[config.mk]
export PLATFORM = sky130hd
export DESIGN_NAME = pcctl_flat
export DESIGN_NICKNAME = d
export VERILOG_FILES = /design/src/rtl/pcctl_if.sv /design/src/rtl/pcctl.sv /design/src/flat_wrapper.sv
export SDC_FILE = /design/constraint.sdc
export NUM_CORES = 1
export LEC_CHECK = 0
export ABC_AREA = 1
export CORE_MARGIN = 2
export CORE_UTILIZATION = 31
export DETAILED_ROUTE_END_ITERATION = 16
export REMOVE_ABC_BUFFERS = 1
export SYNTH_ARGS = -nofsm -noshare
export SYNTH_HDL_FRONTEND = slang
export SYNTH_SLANG_ARGS = --single-unit
[constraint.sdc]
create_clock -name clk_i_pcctl -period 3.8 [get_ports clk_i_pcctl]
set_input_delay 0.38 -clock clk_i_pcctl [delete_from_list [all_inputs] [get_ports clk_i_pcctl]]
set_output_delay 0.38 -clock clk_i_pcctl [all_outputs]
set_load 0.05 [all_outputs]
[src/rtl/pcctl_if.sv]
// ============================================================================
//  Module : pcctl_if
//  Brief  : Fetch-PC / redirect bundle between pipeline and next-PC controller.
//  Rev    : 1.0  initial release
// ============================================================================
`default_nettype none

interface pcctl_if #(
    parameter int XLEN = 64
) ();
    logic            stall_i_pcctl;
    logic            if_ready_i_pcctl;
    logic            br_valid_i_pcctl;
    logic            br_taken_i_pcctl;
    logic [XLEN-1:0] br_target_i_pcctl;
    logic            jmp_valid_i_pcctl;
    logic [XLEN-1:0] jmp_target_i_pcctl;
    logic            trap_valid_i_pcctl;
    logic [XLEN-1:0] trap_target_i_pcctl;
    logic [XLEN-1:0] pc_o_pcctl;
    logic            pc_valid_o_pcctl;
    logic            flush_o_pcctl;
    logic            misalign_o_pcctl;
    logic [31:0]     br_cnt_o_pcctl;
    logic [31:0]     taken_cnt_o_pcctl;

    modport master (
        output stall_i_pcctl, if_ready_i_pcctl,
        output br_valid_i_pcctl, br_taken_i_pcctl, br_target_i_pcctl,
        output jmp_valid_i_pcctl, jmp_target_i_pcctl,
        output trap_valid_i_pcctl, trap_target_i_pcctl,
        input  pc_o_pcctl, pc_valid_o_pcctl, flush_o_pcctl, misalign_o_pcctl,
        input  br_cnt_o_pcctl, taken_cnt_o_pcctl
    );

    modport slave (
        input  stall_i_pcctl, if_ready_i_pcctl,
        input  br_valid_i_pcctl, br_taken_i_pcctl, br_target_i_pcctl,
        input  jmp_valid_i_pcctl, jmp_target_i_pcctl,
        input  trap_valid_i_pcctl, trap_target_i_pcctl,
        output pc_o_pcctl, pc_valid_o_pcctl, flush_o_pcctl, misalign_o_pcctl,
        output br_cnt_o_pcctl, taken_cnt_o_pcctl
    );
endinterface

`default_nettype wire

[src/rtl/pcctl.sv]
// ============================================================================
//  Module : pcctl
//  Brief  : Next-PC / redirect controller with post-redirect flush sequencing.
//           Optional branch statistics counters enabled by PCCTL_STAT_EN.
//  Rev    : 1.0  initial release
// ============================================================================
`default_nettype none

module pcctl #(
    parameter int               XLEN         = 64,
    parameter logic [XLEN-1:0]  RESET_PC     = 64'h8000_0000,
    parameter int               FLUSH_CYCLES = 2
) (
    input  logic     clk_i_pcctl,
    input  logic     rst_n_i_pcctl,
    pcctl_if.slave   pc_bus
);

    localparam logic [1:0] S_BOOT  = 2'd0;
    localparam logic [1:0] S_RUN   = 2'd1;
    localparam logic [1:0] S_FLUSH = 2'd2;
    localparam logic [2:0] C_FLUSH_LOAD = 3'(FLUSH_CYCLES);

    logic [1:0]      r_state, w_state_nxt;
    logic [XLEN-1:0] r_pc, w_pc_nxt;
    logic [2:0]      r_flush_cnt, w_flush_cnt_nxt;
    logic            r_misalign, w_misalign_nxt;
    logic            w_pc_valid, w_flush;

    // Priority decode: a trap masks jump and branch, a jump masks branch.
    logic            w_trap, w_jmp_req, w_br_req, w_jmp_mis, w_br_mis, w_redirect;
    logic [XLEN-1:0] w_target;

    assign w_trap     = pc_bus.trap_valid_i_pcctl;
    assign w_jmp_req  = !w_trap && pc_bus.jmp_valid_i_pcctl;
    assign w_br_req   = !w_trap && !pc_bus.jmp_valid_i_pcctl &&
                        pc_bus.br_valid_i_pcctl && pc_bus.br_taken_i_pcctl;
    assign w_jmp_mis  = w_jmp_req && (pc_bus.jmp_target_i_pcctl[1:0] != 2'b00);
    assign w_br_mis   = w_br_req  && (pc_bus.br_target_i_pcctl[1:0]  != 2'b00);
    assign w_redirect = w_trap || (w_jmp_req && !w_jmp_mis) || (w_br_req && !w_br_mis);
    assign w_target   = w_trap    ? pc_bus.trap_target_i_pcctl :
                        w_jmp_req ? pc_bus.jmp_target_i_pcctl  :
                                    pc_bus.br_target_i_pcctl;

    always_ff @(posedge clk_i_pcctl or negedge rst_n_i_pcctl) begin
        if (!rst_n_i_pcctl) begin
            r_state     <= S_BOOT;
            r_pc        <= RESET_PC;
            r_flush_cnt <= 3'd0;
            r_misalign  <= 1'b0;
        end else begin
            r_state     <= w_state_nxt;
            r_pc        <= w_pc_nxt;
            r_flush_cnt <= w_flush_cnt_nxt;
            r_misalign  <= w_misalign_nxt;
        end
    end

    always_comb begin
        w_state_nxt     = r_state;
        w_pc_nxt        = r_pc;
        w_flush_cnt_nxt = r_flush_cnt;
        w_misalign_nxt  = 1'b0;
        case (r_state)
            S_BOOT: w_state_nxt = S_RUN;
            S_RUN: begin
                if (w_redirect) begin
                    w_state_nxt     = S_FLUSH;
                    w_pc_nxt        = w_target;
                    w_flush_cnt_nxt = C_FLUSH_LOAD;
                end else if (w_jmp_mis || w_br_mis) begin
                    w_misalign_nxt  = 1'b1;
                end else if (pc_bus.if_ready_i_pcctl && !pc_bus.stall_i_pcctl) begin
                    w_pc_nxt        = r_pc + XLEN'(4);
                end
            end
            S_FLUSH: begin
                // Only traps survive the flush; branches/jumps here are squashed.
                if (w_trap) begin
                    w_pc_nxt        = pc_bus.trap_target_i_pcctl;
                    w_flush_cnt_nxt = C_FLUSH_LOAD;
                end else if (r_flush_cnt <= 3'd1) begin
                    w_state_nxt     = S_RUN;
                    w_flush_cnt_nxt = 3'd0;
                end else begin
                    w_flush_cnt_nxt = r_flush_cnt - 3'd1;
                end
            end
            default: w_state_nxt = S_BOOT;
        endcase
    end

    always_comb begin
        w_pc_valid = 1'b0;
        w_flush    = 1'b0;
        case (r_state)
            S_RUN:   w_pc_valid = 1'b1;
            S_FLUSH: w_flush    = 1'b1;
            default: ;
        endcase
    end

    assign pc_bus.pc_o_pcctl       = r_pc;
    assign pc_bus.pc_valid_o_pcctl = w_pc_valid;
    assign pc_bus.flush_o_pcctl    = w_flush;
    assign pc_bus.misalign_o_pcctl = r_misalign;

`ifdef PCCTL_STAT_EN
    logic [31:0] r_br_cnt, r_taken_cnt;
    logic        w_br_count;

    // Branches masked by a same-cycle trap or jump are not counted.
    assign w_br_count = (r_state == S_RUN) && pc_bus.br_valid_i_pcctl &&
                        !w_trap && !pc_bus.jmp_valid_i_pcctl;

    always_ff @(posedge clk_i_pcctl or negedge rst_n_i_pcctl) begin
        if (!rst_n_i_pcctl) begin
            r_br_cnt    <= 32'd0;
            r_taken_cnt <= 32'd0;
        end else begin
            if (w_br_count && (r_br_cnt != 32'hFFFF_FFFF))
                r_br_cnt <= r_br_cnt + 32'd1;
            if (w_br_count && pc_bus.br_taken_i_pcctl && (r_taken_cnt != 32'hFFFF_FFFF))
                r_taken_cnt <= r_taken_cnt + 32'd1;
        end
    end

    assign pc_bus.br_cnt_o_pcctl    = r_br_cnt;
    assign pc_bus.taken_cnt_o_pcctl = r_taken_cnt;
`else
    assign pc_bus.br_cnt_o_pcctl    = 32'd0;
    assign pc_bus.taken_cnt_o_pcctl = 32'd0;
`endif

endmodule

`default_nettype wire

[src/flat_wrapper.sv]
// flat-port wrapper written by rule: the top's interface ports become plain ports
module pcctl_flat 
#(
    parameter int               XLEN         = 64,
    parameter logic [XLEN-1:0]  RESET_PC     = 64'h8000_0000,
    parameter int               FLUSH_CYCLES = 2
)
  (clk_i_pcctl, rst_n_i_pcctl, pc_bus_stall_i_pcctl, pc_bus_if_ready_i_pcctl, pc_bus_br_valid_i_pcctl, pc_bus_br_taken_i_pcctl, pc_bus_br_target_i_pcctl, pc_bus_jmp_valid_i_pcctl, pc_bus_jmp_target_i_pcctl, pc_bus_trap_valid_i_pcctl, pc_bus_trap_target_i_pcctl, pc_bus_pc_o_pcctl, pc_bus_pc_valid_o_pcctl, pc_bus_flush_o_pcctl, pc_bus_misalign_o_pcctl, pc_bus_br_cnt_o_pcctl, pc_bus_taken_cnt_o_pcctl);
  pcctl_if #(.XLEN(XLEN)) pc_bus_i ();
  input  logic clk_i_pcctl;
  input  logic rst_n_i_pcctl;
  input wire logic [$bits(pc_bus_i.stall_i_pcctl)-1:0] pc_bus_stall_i_pcctl;
  input wire logic [$bits(pc_bus_i.if_ready_i_pcctl)-1:0] pc_bus_if_ready_i_pcctl;
  input wire logic [$bits(pc_bus_i.br_valid_i_pcctl)-1:0] pc_bus_br_valid_i_pcctl;
  input wire logic [$bits(pc_bus_i.br_taken_i_pcctl)-1:0] pc_bus_br_taken_i_pcctl;
  input wire logic [$bits(pc_bus_i.br_target_i_pcctl)-1:0] pc_bus_br_target_i_pcctl;
  input wire logic [$bits(pc_bus_i.jmp_valid_i_pcctl)-1:0] pc_bus_jmp_valid_i_pcctl;
  input wire logic [$bits(pc_bus_i.jmp_target_i_pcctl)-1:0] pc_bus_jmp_target_i_pcctl;
  input wire logic [$bits(pc_bus_i.trap_valid_i_pcctl)-1:0] pc_bus_trap_valid_i_pcctl;
  input wire logic [$bits(pc_bus_i.trap_target_i_pcctl)-1:0] pc_bus_trap_target_i_pcctl;
  output wire logic [$bits(pc_bus_i.pc_o_pcctl)-1:0] pc_bus_pc_o_pcctl;
  output wire logic [$bits(pc_bus_i.pc_valid_o_pcctl)-1:0] pc_bus_pc_valid_o_pcctl;
  output wire logic [$bits(pc_bus_i.flush_o_pcctl)-1:0] pc_bus_flush_o_pcctl;
  output wire logic [$bits(pc_bus_i.misalign_o_pcctl)-1:0] pc_bus_misalign_o_pcctl;
  output wire logic [$bits(pc_bus_i.br_cnt_o_pcctl)-1:0] pc_bus_br_cnt_o_pcctl;
  output wire logic [$bits(pc_bus_i.taken_cnt_o_pcctl)-1:0] pc_bus_taken_cnt_o_pcctl;
  assign pc_bus_i.stall_i_pcctl = pc_bus_stall_i_pcctl;
  assign pc_bus_i.if_ready_i_pcctl = pc_bus_if_ready_i_pcctl;
  assign pc_bus_i.br_valid_i_pcctl = pc_bus_br_valid_i_pcctl;
  assign pc_bus_i.br_taken_i_pcctl = pc_bus_br_taken_i_pcctl;
  assign pc_bus_i.br_target_i_pcctl = pc_bus_br_target_i_pcctl;
  assign pc_bus_i.jmp_valid_i_pcctl = pc_bus_jmp_valid_i_pcctl;
  assign pc_bus_i.jmp_target_i_pcctl = pc_bus_jmp_target_i_pcctl;
  assign pc_bus_i.trap_valid_i_pcctl = pc_bus_trap_valid_i_pcctl;
  assign pc_bus_i.trap_target_i_pcctl = pc_bus_trap_target_i_pcctl;
  assign pc_bus_pc_o_pcctl = pc_bus_i.pc_o_pcctl;
  assign pc_bus_pc_valid_o_pcctl = pc_bus_i.pc_valid_o_pcctl;
  assign pc_bus_flush_o_pcctl = pc_bus_i.flush_o_pcctl;
  assign pc_bus_misalign_o_pcctl = pc_bus_i.misalign_o_pcctl;
  assign pc_bus_br_cnt_o_pcctl = pc_bus_i.br_cnt_o_pcctl;
  assign pc_bus_taken_cnt_o_pcctl = pc_bus_i.taken_cnt_o_pcctl;
  pcctl #(.XLEN(XLEN), .RESET_PC(RESET_PC), .FLUSH_CYCLES(FLUSH_CYCLES)) u_core (.clk_i_pcctl(clk_i_pcctl), .rst_n_i_pcctl(rst_n_i_pcctl), .pc_bus(pc_bus_i));
endmodule
==> flow_metrics.tcl, run 1 <==
set metrics [dict create \
    outcome "complete, no violations" \
    cts_buffers 9 \
    crit_type "reg2reg" \
    syn_inst 1347 \
    routed-via-count 9148 \
    cp.required_ns 4.04 \
    hpwlAfterDp_um 23350 \
    cts.sinks 70 \
    cts_buffer_depth 2 \
    power_density_nw_per_um2 722.1 \
    syn_avg_cell_area_um2 5.676 \
    pin_count 331 \
    nNetsFinal 1791 \
    end_kind "register" \
    rr_startpoint "u_core.r_state[0]" \
    via_per_inst 4.782 \
    area_growth_pct 39.04 \
    grt_pass1_vias 8580 \
    worst_pin_slew_ns 0.9759 \
    fillCellCount 2602 \
    grt_setup_unrepaired "false" \
    path_max_fanout 33 \
    r2r_cells 12 \
    core_um2 24250 \
    start_util_pct 31.53 \
    dr.pass1.iters 5 \
    p_leak_uw 0.004797 \
    drc 0 \
    yosysUniqueCellTypes 35 \
    antenna_left 0 \
    drt_iter0_markers 570 \
    fin_hold_ws_ns 0.1823 \
    skew_ns 0.005490 \
    routed_wl_um 29590 \
    ys_seq_area_share_pct 22.93 \
    grt_pass1_wl_um 46150 \
    placed_cell_area_um2 10330 \
    clk_pin_slew_worst_paths_ns 0.06 \
    synth_enable_flop_cells 0 \
    start_kind "register" \
    grt_overflow_total 0 \
    netlist_area_um2 7646 \
    row_count 57 \
    hold_path.class "in2async" \
    maxCapViolations 0 \
    grt_max_degree 89 \
    ys_top_cells_by_area "nand2_1 25%, dfrtp_1 23%, nor2_1 11%, buf_4 7.3%, nand3_1 6.4%" \
    max_freq_mhz 376.1 \
    drive_gt1_share_pct 3.965 \
    synth_flop_cell "dfrtp_1" \
    finalSetupViolations 0 \
    n_antenna_cell 0 \
    die_x_um 161.1 \
    post_cts_buffers 0 \
    yosys_register_bits 70 \
    postCtsHoldBufs 0 \
    cts_resized 0 \
    gp_congestion 0.9390 \
    gr-usage-all-layers_pct 22.37 \
    antenna_found_initial 0 \
    hold_viol 0 \
    max_slew_margin_pct 34.94 \
    drv_slew 0 \
    die-area_um2 25940 \
    clkLatencyLatePin_ns 0.34 \
    placement.io_buffers 266 \
    utilization_pct 43.84 \
    arrival_ns 2.90 \
    vdd_drop_max_v 0.0005836 \
    synth_top_area_share_pct 25.33 \
    root_buffer "clkbuf_16" \
    die_height_um 161.1 \
    min_period_ns 2.659 \
    yosysWarningCount 0 \
    finalInstanceArea_um2 10630 \
    wl_per_cell_um 15.47 \
    cts-htree-levels 3 \
    synth_top_area_cell "nand2_1" \
    startpoint "u_core.r_state[0]" \
    async_flop_share_pct 100.0 \
    fin_crit_sh_pct 69.96 \
    tritoncts "done" \
]
[cells in the mapped netlist, types with 2 or more instances]
cell type	count
nor3_1	4
nand2_1	516
inv_2	6
nand4_1	11
a22oi_1	30
nand3_2	3
o21ai_1	12
nand2_2	5
a22o_1	6
dfrtp_1	69
inv_1	95
xnor2_1	3
xor2_1	4
o21ai_0	36
o21bai_1	18
ha_1	7
or2_2	11
buf_2	19
buf_1	9
nor2_4	2
clkbuf_1	13
and2_1	2
o22ai_1	30
nor2_1	214
nand3_1	98
buf_4	74
nor2_2	5
a21oi_1	25
o211ai_1	3
a21boi_0	4
nand3b_1	9
[critical path, stage by stage, from the launching register on]
cell and delay [ns]:
dfrtp_1 0.39, inv_1 0.08, ha_1 0.38, inv_2 0.16, buf_4 0.36, nand3_2 0.13
inv_2 0.44, buf_4 0.31, nand2_1 0.07, nand2_1 0.06, nand2_1 0.06, nand2_1 0.06
inv_1 0.03
[layer usage]
metal	up-vias	track usage, %	wire, µm
met2	308	38.37	13990
met3	25	3.056	1685
met5	-	0	0
li1	4648	-	-
met4	0	6.006	477
met1	4167	29.59	13440
[through the flow]
stage | setup slack, ns | power (µW) | std cells | TNS [ns]
after floorplan | -0.1463 | 4892 | 1295 | -1.652
after global placement | 1.039 | 6744 | 1897 | 0
after detailed placement | 1.018 | 6804 | 1897 | 0
after CTS | 1.125 | 7712 | 1913 | 0
after global routing | 0.8103 | 8277 | 1913 | 0
final | 1.141 | 7677 | 1913 | 0
[final cells by class]
type	count	area, µm²	share of cell area, %
timing repair buffer	278	2768	26.03
multi-input combinational	1124	5025	47.26
tap	324	405.4	3.813
clock buffer	12	256.5	2.413
sequential	70	1753	16.49
clock inverter	4	45.04	0.4237
inverter	101	379.1	3.566
[cell families after synthesis]
group | share of synthesized area [%]
AO/OA/AOI/OAI | 13.40
XOR/XNOR | 0.8018
adder cells (fa/ha/maj) | 1.145
buffers and inverters | 14.55
flip-flops | 22.93
other | 0.04904
AND/OR/NAND/NOR | 47.13
[flip-flops by register name, indices dropped and copies added, names as in the netlist]
signal and count:
u_core.pc_bus.pc_o_pcctl 64, u_core.r_flush_cnt 3, u_core.r_state 2, u_core.pc_bus.misalign_o_pcctl 1
[report_power, final]
part	internal, µW	leakage (µW)	switching (µW)
registers	1130	0.000841	639
logic	1650	0.00380	3370
clock network	542	0.000152	348
total	3320	0.00480	4360
[placed cells by master (no fill, tap or decap), types with 10 or more instances in the layout]
| master | synthesis | final |
|---|---|---|
| nor2_1 | 214 | 214 |
| a21oi_1 | 25 | 25 |
| nand2_1 | 516 | 516 |
| dfrtp_1 | 69 | 69 |
| o22ai_1 | 30 | 30 |
| o21bai_1 | 18 | 18 |
| nand3_1 | 98 | 98 |
| clkdlybuf4s50_1 | 0 | 264 |
| nand4_1 | 11 | 11 |
| or2_2 | 11 | 11 |
| o21ai_1 | 12 | 12 |
| buf_4 | 74 | 10 |
| conb_1 | 1 | 64 |
| o21ai_0 | 36 | 36 |
| a22oi_1 | 30 | 30 |
| inv_1 | 95 | 95 |
[worst paths after layout]
| path | slack, ns | endpoint |
|---|---|---|
| worst max-delay path | 1.14 | u_core.pc_bus.pc_o_pcctl[39] |
| max in group asynchronous | 2.89 | u_core.pc_bus.pc_o_pcctl[22] |
| worst min register to register | 0.52 | u_core.pc_bus.pc_o_pcctl[1] |
| min in group clk_i_pcctl | 0.52 | u_core.pc_bus.pc_o_pcctl[1] |
| worst max register to register | 1.14 | u_core.pc_bus.pc_o_pcctl[39] |
| worst min-delay path | 0.18 | u_core.r_flush_cnt[1] |
(Power assumes the default switching activity.)
==> run 2, diff against run 1 <==
clock period = 2.4 ns   (was 3.8 ns; I/O delays follow)
==> run 2 against run 1 <==
  * Clock-buffer cell count down 2
  * Sequential share of layout area down 0.30 points
  * Critical path depth shrank 9
  * Critical endpoint is now pc_bus_pc_valid_o_pcctl
  * Cell area up 1.9%
  * Largest cell class unchanged
==> flow_metrics.tcl, run 2 (synthesis gave the netlist of run 1 again) <==
set metrics [dict create \
    outcome "complete, no violations" \
    finalSetupViolations 0 \
    row_count 57 \
    drv_slew 0 \
    multiInputGateArea_um2 5025 \
    clockPowerShare_pct 12.0 \
    start_util_pct 31.53 \
    path_max_fanout 4 \
    root_buffer "clkbuf_16" \
    cts_buffer_depth 2 \
    dr.pass1.iters 5 \
    post_cts_buffers 0 \
    n_antenna_cell 0 \
    final_common_cell "nand2_1" \
    cts_buffers 9 \
    fin_crit_sh_pct 91.51 \
    wl_per_cell_um 15.43 \
    worst_pin_slew_ns 0.5894 \
    tritoncts "done" \
    cts.sinks 70 \
    hold_viol 0 \
    die_x_um 161.1 \
    drive_gt1_share_pct 4.925 \
    max_slew_margin_pct 60.58 \
    antenna_left 0 \
    area.sequential_um2 1753 \
    cp.required_ns 2.16 \
    min_period_ns 2.196 \
    grt_setup_unrepaired "false" \
    routed_wl_um 29750 \
    switching_share_pct 55.72 \
    arrival_ns 1.96 \
    routed-via-count 9103 \
    largest_reg_flops 64 \
    p_leak_uw 0.004895 \
    clkLatencyLatePin_ns 0.35 \
    p_seq_share_pct 22.3 \
    grt_pass1_vias 8663 \
    comb_power_share_pct 65.6 \
    grt_overflow_total 0 \
    area_growth_pct 41.63 \
    placement.io_buffers 266 \
    maxCapViolations 0 \
    start_kind "register" \
    gp_congestion 0.8986 \
    skew_ns 0.009176 \
    die_height_um 161.1 \
    antenna_found_initial 0 \
    die-area_um2 25940 \
    p_switching_uw 6960 \
    end_kind "primary output" \
    crit_type "reg2out" \
    hold_path.class "in2async" \
    grt_max_degree 71 \
    hpwlAfterDp_um 24200 \
    drc 0 \
    setup-tns-final_ns 0 \
    cts-htree-levels 3 \
    intPower_uw 5531 \
    drt_iter0_markers 701 \
    via_per_inst 4.721 \
    pin_count 331 \
    nNetsFinal 1806 \
    power_density_nw_per_um2 1153 \
    utilization_pct 44.66 \
    power_uw 12490 \
    max_freq_mhz 455.3 \
    core_um2 24250 \
    fillCellCount 2651 \
    vdd_drop_max_v 0.0006066 \
    grt_pass1_wl_um 46730 \
    gr-usage-all-layers_pct 22.69 \
    final_cell_mix "516 x nand2_1, 263 x clkdlybuf4s50_1, 214 x nor2_1, 98 x nand3_1, 95 x inv_1" \
    clk_pin_slew_worst_paths_ns 0.06 \
]
-- run 2: worst paths after layout --
kind                                              from                           end  slack [ns]  cells past startpoint
setup reg to reg           u_core.pc_bus.pc_o_pcctl[4]  u_core.pc_bus.pc_o_pcctl[39]        0.32                     11
hold reg to reg            u_core.pc_bus.pc_o_pcctl[0]   u_core.pc_bus.pc_o_pcctl[0]        0.52                      2
hold / removal                           rst_n_i_pcctl         u_core.r_flush_cnt[1]        0.45                      3
setup / recovery                     u_core.r_state[1]       pc_bus_pc_valid_o_pcctl        0.20                      3
min in group clk_i_pcctl   u_core.pc_bus.pc_o_pcctl[0]   u_core.pc_bus.pc_o_pcctl[0]        0.52                      2
max in group asynchronous                rst_n_i_pcctl  u_core.pc_bus.pc_o_pcctl[31]        1.59                      3
-- run 2: what timing repair did --
item,4_1_cts,5_1_grt
endpoints found under the hold margin,69,0
hold buffers,1,0
resized for setup,0,0
-- run 2: per-stage QoR --
step | worst slack [ns] | hold WS (ns) | area (µm²) | instances
3_5_place_dp | 0.2746 | 0.3040 | 10500 | 1911
6_report | 0.2038 | 0.4452 | 10830 | 1928
5_1_grt | 0.1303 | 0.5260 | 10830 | 1928
2_1_floorplan | -1.546 | -0.05559 | 7149 | 1295
4_1_cts | 0.1857 | 0.4703 | 10830 | 1928
3_3_place_gp | 0.2985 | 0.3040 | 10500 | 1911
-- run 2: layer usage --
layer  up-vias  GRT usage, %  part of all wire [%]
li1       4685             -                     -
met1      4124         30.17                    46
met2       265         38.35                    47
met3        29         3.441                   5.7
met4         0         6.372                   2.0
met5         -             0                     0
-- run 2: final cells by class --
cell class | instances | share of cell area [%]
clock inverter | 6 | 0.7857
tap | 324 | 3.744
clock buffer | 10 | 2.207
multi-input combinational | 1124 | 46.40
timing repair buffer | 293 | 27.18
sequential | 70 | 16.19
inverter | 101 | 3.501
-- run 2: worst max-delay path: stages (launching register included) --
cell and delay, ns:
dfrtp_1 0.38, inv_1 0.13, ha_1 0.27, clkdlybuf4s50_1 0.83
-- run 2: power by group through the flow --
stage               sequential (µW)  clock, µW  combinational [µW]
global route                   2900       1570                8960
detailed placement             2790          0                8230
CTS                            2790       1520                8250
global placement               2790          0                8150
finish                         2790       1500                8200
floorplan                      4210          0                3540
